File: config.mk
export PLATFORM = sky130hd
export DESIGN_NAME = verificador_paquetes_param
export DESIGN_NICKNAME = d
export VERILOG_FILES = /design/src/rtl/verificador_paquetes_param.sv
export SDC_FILE = /design/constraint.sdc
export NUM_CORES = 1
export LEC_CHECK = 0
export ABC_CLOCK_PERIOD_IN_PS = 4100
export CAP_MARGIN = 0
export CORE_MARGIN = 10
export CORE_UTILIZATION = 46
export CTS_CLUSTER_SIZE = 28
export DETAILED_ROUTE_END_ITERATION = 7
export PLACE_DENSITY = 0.82
export SYNTH_ARGS = -nofsm -noshare
export SYNTH_HDL_FRONTEND = slang
export SYNTH_SLANG_ARGS = --single-unit
export TNS_END_PERCENT = 30
File: constraint.sdc
create_clock -name clk -period 4.1 [get_ports clk]
set_input_delay 0.82 -clock clk [delete_from_list [all_inputs] [get_ports clk]]
set_output_delay 0.82 -clock clk [all_outputs]
set_load 0.01 [all_outputs]
File: src/rtl/verificador_paquetes_param.sv
// verificador_paquetes_param: parametrised packet-stream checker with header/sequence validation and resync.
// Optional saturating rejected-packet counter (err_cnt) compiled in when CHECKER_ERR_CNT_EN is defined.
module verificador_paquetes_param #(
  parameter int                   BUS_SIZE  = 16,
  parameter int                   WORD_SIZE = 4,
  parameter int                   WORD_NUM  = BUS_SIZE / WORD_SIZE,
  parameter logic [WORD_SIZE-1:0] HEADER    = {WORD_SIZE{1'b1}},
  parameter int                   ERR_CNT_W = 8
) (
  input  logic                 clk,
  input  logic                 reset,
  input  logic [BUS_SIZE-1:0]  data_in,
  input  logic                 valid_in,
  output logic [BUS_SIZE-1:0]  data_out,
  output logic [WORD_NUM-1:0]  ctrl_out,
  output logic                 valid_out,
  output logic                 err,
  output logic                 nxt_err,
  output logic [4:0]           estado,
  output logic [4:0]           estado_proximo
`ifdef CHECKER_ERR_CNT_EN
  ,
  output logic [ERR_CNT_W-1:0] err_cnt
`endif
);

  typedef enum logic [4:0] {
    RESET     = 5'b00001,
    FIRST_PKT = 5'b00010,
    REG_PKT   = 5'b00100,
    F_ERR     = 5'b01000,
    SEQ_ERR   = 5'b10000
  } state_t;

  localparam logic [WORD_SIZE-1:0] SEQ_ONE = {{(WORD_SIZE-1){1'b0}}, 1'b1};

  state_t               estado_r;
  state_t               nxt_s;
  logic [WORD_SIZE-1:0] exp_seq_r;
  logic [WORD_SIZE-1:0] seq_s;
  logic [WORD_SIZE-1:0] hdr_s;
  logic                 hdr_ok_s;
  logic                 accept_s;
  logic                 reject_s;
  logic [WORD_NUM-1:0]  ctrl_s;

  assign hdr_s          = data_in[BUS_SIZE-1 -: WORD_SIZE];
  assign seq_s          = data_in[WORD_SIZE-1:0];
  assign hdr_ok_s       = (hdr_s == HEADER);
  assign estado         = estado_r;
  assign estado_proximo = nxt_s;
  assign nxt_err        = (nxt_s == F_ERR) || (nxt_s == SEQ_ERR);

  // Per-word nonzero flags of the incoming packet
  always_comb begin
    ctrl_s = {WORD_NUM{1'b0}};
    for (int i = 0; i < WORD_NUM; i++) begin
      ctrl_s[i] = |data_in[i*WORD_SIZE +: WORD_SIZE];
    end
  end

  // Next-state and accept/reject decode; header check takes priority over sequence
  always_comb begin
    nxt_s    = estado_r;
    accept_s = 1'b0;
    reject_s = 1'b0;
    if (!reset) begin
      nxt_s = RESET;
    end else begin
      case (estado_r)
        RESET: begin
          nxt_s = FIRST_PKT;
        end
        FIRST_PKT, F_ERR, SEQ_ERR: begin
          if (valid_in) begin
            if (hdr_ok_s) begin
              nxt_s    = REG_PKT;
              accept_s = 1'b1;
            end else begin
              nxt_s    = F_ERR;
              reject_s = 1'b1;
            end
          end else begin
            nxt_s = estado_r;
          end
        end
        REG_PKT: begin
          if (valid_in) begin
            if (!hdr_ok_s) begin
              nxt_s    = F_ERR;
              reject_s = 1'b1;
            end else if (seq_s != exp_seq_r) begin
              nxt_s    = SEQ_ERR;
              reject_s = 1'b1;
            end else begin
              nxt_s    = REG_PKT;
              accept_s = 1'b1;
            end
          end else begin
            nxt_s = REG_PKT;
          end
        end
        default: begin
          nxt_s = RESET;
        end
      endcase
    end
  end

  // State, expected sequence and registered outputs
  always_ff @(posedge clk) begin
    if (!reset) begin
      estado_r  <= RESET;
      exp_seq_r <= {WORD_SIZE{1'b0}};
      data_out  <= {BUS_SIZE{1'b0}};
      ctrl_out  <= {WORD_NUM{1'b0}};
      valid_out <= 1'b0;
      err       <= 1'b0;
    end else begin
      estado_r <= nxt_s;
      err      <= nxt_err;
      if (accept_s) begin
        exp_seq_r <= seq_s + SEQ_ONE;
        data_out  <= data_in;
        ctrl_out  <= ctrl_s;
        valid_out <= 1'b1;
      end else begin
        exp_seq_r <= exp_seq_r;
        data_out  <= {BUS_SIZE{1'b0}};
        ctrl_out  <= {WORD_NUM{1'b0}};
        valid_out <= 1'b0;
      end
    end
  end

`ifdef CHECKER_ERR_CNT_EN
  localparam logic [ERR_CNT_W-1:0] CNT_ONE = {{(ERR_CNT_W-1){1'b0}}, 1'b1};
  localparam logic [ERR_CNT_W-1:0] CNT_MAX = {ERR_CNT_W{1'b1}};

  // Saturating count of rejected packets
  always_ff @(posedge clk) begin
    if (!reset) begin
      err_cnt <= {ERR_CNT_W{1'b0}};
    end else if (reject_s && (err_cnt != CNT_MAX)) begin
      err_cnt <= err_cnt + CNT_ONE;
    end else begin
      err_cnt <= err_cnt;
    end
  end
`endif

endmodule

==> summary by stage, run 1 <==
Final layout
After routing the design area is 1930 um^2. The top cell types in the final layout, fill and taps aside, are sky130_fd_sc_hd__clkdlybuf4s50_1, sky130_fd_sc_hd__dfxtp_1, sky130_fd_sc_hd__and2_1. Cells with a size suffix above 1 make up 10.3% of the layout. The total inserted antenna cells is 0. The layout filler cell count is 219.

The register cell area after layout is 621 um^2. The number of nets in the finished design is slightly below 200. Cells fill between 60% and 70% of the core in the end. Leaving out fill and tap cells, the most frequent cell in the layout is sky130_fd_sc_hd__clkdlybuf4s50_1. Relative to the synthesized area, the layout overhead comes to 42.9%. The area of the multi-input gates is 658 um^2.

CTS
Counting every sink on the clock net gives 31. For this design, the CTS-stage hold fixing added 0 buffers. In this run the number of H-tree levels came out at 2.

The number of buffers between clock root and the deepest sink is 2. Counting the buffers created by CTS gives 5. The source-to-sink clock delay at the later pin of the worst-skew pair is between 0.3 and 0.4 ns. The number of setup buffers added after CTS is 0. The clock-pin slew reported for the worst setup and hold paths after clock tree synthesis is 0.09 ns. The root buffer cell is sky130_fd_sc_hd__clkbuf_4. The clock tree from TritonCTS is done. The post-cts sizing count is 0.

Routing
The total wire length is roughly 3400 um. The number of nets with antenna violations after detailed routing is 0. The detail-routed via count per cell is 5.59. In the final routed layout, each cell accounts on average for around 17 um. After the first detailed-routing iteration, the DRC count stood at 77. The detailed-route via count is about 1200. After detailed routing, the number of remaining DRC violations is 0. The pre-antenna-repair detailed-routing pass consisted of 4 iterations.

Timing
Setup repair after global routing left no endpoint under its margin. At the pin with the least slew margin, the transition time is 0.912 ns. The upper clock frequency limit is 0.272 GHz. Across the routed clock network, the largest skew measured is 0.00759 ns. The number of endpoints with negative hold slack in the final report is 0. The relative slew slack is 39.2%. Of the available clock period, the critical path in the final layout requires approximately nine tenths. The number of pins exceeding their max-slew limit in the final report is 0.

The worst-case hold slack is 0.475 ns. The sum of negative setup slack is 0 ns. Setup violations remaining at the end of the flow were counted as 0. The shortest period the worst path allows is 3.67 ns.

Worst setup path
The data arrival time of the critical path is 2.85 ns. Of all nets on the critical path, the largest fanout is 9. The capturing element type of the critical path is an output port. STA classifies the critical path startpoint as an input port. The critical path is of the input port to output port type. The data required time at the worst endpoint is ~3.3 ns.

Logic synthesis
The sequential area share after synthesis is between 40% and 50%. After technology mapping, the gate count stands at 123. For this run, asynchronously set or reset flops after synthesis account for 0%. During synthesis, Yosys emitted a total of 0 warnings. The net count after synthesis is 144. The mapped netlist covers 1350 um^2. Yosys mapped a number of flops with a built-in enable equal to 0. A synthesized cell averages 11.0 um^2.

The count of cell types in the netlist is 41. The number of register bits inferred by synthesis is 31. The top flip-flop cell by instance count after synthesis is sky130_fd_sc_hd__dfxtp_1.

Place
The placed standard-cell area is 1850 um^2. The post-DP HPWL is 2600 um. The quantity of I/O buffers inserted on ports is 51.

At the end of routability-driven placement, the weighted congestion stood at 0.863.

Floorplanning
The area enclosed by the die boundary is roughly 5500 um^2. In this run the count of I/O pins placed on the die edge is 52. The floorplan has 19 rows. For this configuration, the core starts out at a cell density of 48.4%. The total area inside the core boundary comes to roughly 2800 um^2. The floorplan die height is 74.1 um. The die is 74.1 um wide.

Run
Max-cap violations in this run came to 0.

GRT
Summed over all layers, the global routing overflow is 0. Entering global routing, the biggest net connects 20 pins. The initial antenna violation count is 0. The number of global-route vias before repair is 1214.

The total track usage is 13.1%. The wire length of the first global-routing pass is 5580 um.

Pwr
In this run the static leakage power is between 0.7 and 0.8 nW. IR analysis of the VDD net gives a maximum drop of around 340 uV. The power per cell area is ~360 nW/um^2.

Hold path
The worst min-delay path class is register to register.

Outcome
The run finished with clean final reports.
## cells by family after synthesis
| logic type | share of synthesized area [%] |
|---|---|
| simple gates | 18.7 |
| fa+ha+maj | 1.86 |
| buf+inv | 5.11 |
| compound gates | 20.9 |
| flops | 46.1 |
| xor+xnor | 5.20 |
| mux | 2.23 |
## metrics by stage
stage	instances	worst slack, ns	power (mW)
finish	206	0.430	0.702
global route	206	0.269	0.737
CTS	206	0.425	0.709
detailed placement	199	0.439	0.484
global placement	199	0.497	0.477
floorplan	123	1.47	0.419
## area by class of cell
| cell class | instances | share of cell area [%] |
|---|---|---|
| timing repair buffer | 52 | 26.9 |
| sequential | 31 | 32.2 |
| tap | 31 | 2.01 |
| clock inverter | 1 | 1.56 |
| clock buffer | 6 | 2.14 |
| inverter | 5 | 0.975 |
| multi-input combinational | 80 | 34.2 |
## sequential cells by signal, summed over array words and instances, names as in the netlist
signal,cells
data_out,16
estado,5
ctrl_out,4
exp_seq_r,4
err,1
valid_out,1
## synthesized netlist by cell type (all sizes together), types with 4 or more instances
cell type	count	share of area, %
dfxtp	31	46
nand2	5	1.4
buf	5	3.2
nor2	4	1.1
o21ai	4	1.5
a21oi	4	1.5
xnor2	5	3.2
and2	11	5.1
inv	5	1.4
a2111oi	7	6.4
nor4b	4	4.2
## power by group
part / internal, mW / total [mW] / leakage (nW) / switching [mW]
combinational: 0.0745 / 0.147 / 0.432 / 0.0725
sequential: 0.309 / 0.331 / 0.250 / 0.0218
clock: 0.126 / 0.224 / 0.0383 / 0.0984
## critical path, cell delays in order
cell	delay (ns)
sky130_fd_sc_hd__clkdlybuf4s50_1	0.58
sky130_fd_sc_hd__xnor2_1	0.17
sky130_fd_sc_hd__nand4_2	0.27
sky130_fd_sc_hd__a21boi_0	0.32
sky130_fd_sc_hd__o21ba_2	0.16
sky130_fd_sc_hd__clkdlybuf4s50_1	0.53
## path summary, 6_finish.rpt
path | start | end | slack (ns) | cells past startpoint
max | data_in[1] | estado_proximo[2] | 0.43 | 6
min | exp_seq_r[3]$_SDFFE_PN0P_ | exp_seq_r[3]$_SDFFE_PN0P_ | 0.48 | 2
max reg2reg | estado[3]$_SDFF_PN0_ | ctrl_out[2]$_SDFF_PN0_ | 1.86 | 4
min reg2reg | exp_seq_r[3]$_SDFFE_PN0P_ | exp_seq_r[3]$_SDFFE_PN0P_ | 0.48 | 2
## metal layers
metal	track usage, %	share of wire, %
met5	0	0
met4	8.07	2.7
met3	6.91	11
met2	22.4	51
met1	12.0	35
Note: power is estimated with default switching activity, not from simulation.
==> run 2, diff against run 1 <==
- CTS_CLUSTER_SIZE: 28 -> 12
- PLACE_DENSITY: 0.82 -> 0.84
==> run 2 against run 1 <==
Compared with the run above: power grew 2.6%; global-route usage fell by 0.21 points; critical path depth is the same; setup slack better by 0.011 ns; core utilization increased by 0.27 points; maximum frequency is 0.30% higher; count of clock-buffer cells in the layout unchanged; critical path type unchanged; largest cell class unchanged.
==> summary by stage, run 2 (synthesis gave the netlist of run 1 again) <==
Outcome
The run finished with clean final reports.

Final layout
The layout filler cell count is 213. The register with the most flip-flops in the layout has 16 of them. The synthesis-to-layout area growth is 43.5%. Cells with a size suffix above 1 make up 10.9% of the layout. The top cell types in the final layout, fill and taps aside, are sky130_fd_sc_hd__clkdlybuf4s50_1, sky130_fd_sc_hd__dfxtp_1, sky130_fd_sc_hd__and2_1. Leaving out fill and tap cells, the most frequent cell in the layout is sky130_fd_sc_hd__clkdlybuf4s50_1. At the end of the flow, the number of nets in the layout was 195. Counting flops per register, the top entry is data_out. The total inserted antenna cells is 0.

Floorplanning
The area enclosed by the die boundary is 5490 um^2. The core region is 2780 um^2. between 50 and 60 I/O pins were placed. Row generation in the floorplan step produced 19 rows. The initial utilization of the core area, before any placement, comes to 48.4%. The die boundary width is 74.1 um. The floorplan die height is roughly 74 um.

Worst setup path
Data on the critical path is required at its endpoint by between 3 and 4 ns. The critical path is of the input port to output port type. STA classifies the critical path endpoint as an output port.

The largest fanout on the critical path is 9. The data arrival time of the critical path is between 2 and 3 ns. The type of element launching the critical path is an input port.

Routing
Using the TritonRoute via totals, the vias-per-cell ratio works out to 5.43. Dividing the detail-routed wire length by the instance count gives about 16 um. The number of nets with antenna violations after detailed routing is 0. The detailed router's first-iteration violation count is 27. The number of optimization iterations in the first detailed-route pass is 4.

After detailed routing, the number of remaining DRC violations is 0. The total wire length is roughly 3400 um. The routed layout has 1118 vias.

GRT
The number of global-route vias before repair is 1198. The total overflow left after global routing is 0. The total track usage is 12.9%. The initial antenna violation count came to 0. The largest net degree at the start of global routing is 20. The first global-routing pass estimated around 5500 um of wire.

CTS
In this run the number of H-tree levels came out at 2. The TritonCTS sink count is 31. Once the clock tree was built, the setup fixing pass inserted 0 buffers. TritonCTS created 5 clock buffers. The tree is rooted in a sky130_fd_sc_hd__clkbuf_4. Hold repair after CTS inserted 0 buffers. The source-to-sink clock delay at the later pin of the worst-skew pair is 0.32 ns. The number of buffers between clock root and the deepest sink is 2.

The post-cts sizing count is 0. TritonCTS built the clock tree. The clock-pin slew reported for the worst setup and hold paths after clock tree synthesis is 0.09 ns.

Timing
Setup repair after global routing left no endpoint under its margin. After routing, the total negative slack on setup checks comes to 0 ns. The count of final setup violators is 0. The number of pins exceeding their max-slew limit in the final report came to 0. The upper clock frequency limit is 0.273 GHz. The relative slew slack is 40.8%. The number of endpoints with negative hold slack in the final report was 0.

At the pin with the least slew margin, the transition time is roughly 0.9 ns. The worst clock skew is 0.00310 ns. The portion of the clock cycle consumed by the worst path in the final layout is 89.2%. Counting I/O delays and the setup requirement, the final critical path takes ~3.7 ns.

Place
The quantity of I/O buffers inserted on ports is 51. The post-DP HPWL is 2750 um. The final weighted congestion in routability-driven placement is between 0.8 and 0.9.

Pwr
For this design the static power due to leakage is ~0.73 nW. The worst-case IR drop observed on VDD is 365 uV. Total power for the finished layout comes to 720 uW.

The power per cell area is 372 nW/um^2.

Hold path
The path class of the tightest hold or removal check is register to register.

Run
Across the run, the number of max-cap violations was 0.
==> run 2: changes by cell type in the layout (fill, tap and decap cells not counted) <==
cell,before,now
sky130_fd_sc_hd__buf_4,1,0
sky130_fd_sc_hd__clkbuf_1,1,0
sky130_fd_sc_hd__clkbuf_8,0,1
sky130_fd_sc_hd__clkinv_2,0,1
==> run 2: worst max-delay path, cell delays in order <==
cell and delay (ns):
sky130_fd_sc_hd__clkdlybuf4s50_1 0.56, sky130_fd_sc_hd__xnor2_1 0.17, sky130_fd_sc_hd__nand4_2 0.27, sky130_fd_sc_hd__a21boi_0 0.32, sky130_fd_sc_hd__o21ba_2 0.16, sky130_fd_sc_hd__clkdlybuf4s50_1 0.54
==> run 2: power breakdown <==
part           switching [mW]  leakage, nW  total [mW]  internal (mW)
Clock                   0.100       0.0482       0.244          0.144
Sequential             0.0214        0.250       0.331          0.309
Combinational          0.0711        0.427       0.145         0.0739
Total                   0.193        0.726       0.720          0.527
==> run 2: final cells by class <==
cell class	instances	area, um^2	area share, %
multi-input combinational	80	658	34.0
tap	31	38.8	2.01
inverter	5	18.8	0.971
clock buffer	6	51.3	2.65
timing repair buffer	51	510	26.4
clock inverter	2	35.0	1.81
sequential	31	621	32.1
==> run 2: path summary, 6_finish.rpt <==
path,cells past startpoint,slack [ns],endpoint,startpoint
worst max register to register,4,1.91,ctrl_out[2]$_SDFF_PN0_,estado[3]$_SDFF_PN0_
worst max-delay path,6,0.44,estado_proximo[2],data_in[2]
worst min register to register,2,0.48,exp_seq_r[3]$_SDFFE_PN0P_,exp_seq_r[3]$_SDFFE_PN0P_
worst min-delay path,2,0.48,exp_seq_r[3]$_SDFFE_PN0P_,exp_seq_r[3]$_SDFFE_PN0P_
==> run 2: layer usage <==
metal  GRT usage, %  wire length (um)
met3           7.58               367
met2           22.3              1730
met1           11.9              1200
met4           6.00                74
met5              0                 0
==> run 2: per-stage QoR <==
stage	instances	hold slack (ns)	util [%]	instance area, um^2	setup slack (ns)
floorplan	123	0.447	-	1350	1.47
detailed placement	198	0.468	66.4	1850	0.415
global placement	198	0.458	66.4	1850	0.497
CTS	206	0.484	69.5	1930	0.415
global route	206	0.508	69.5	1930	0.213
finish	206	0.484	69.5	1930	0.441
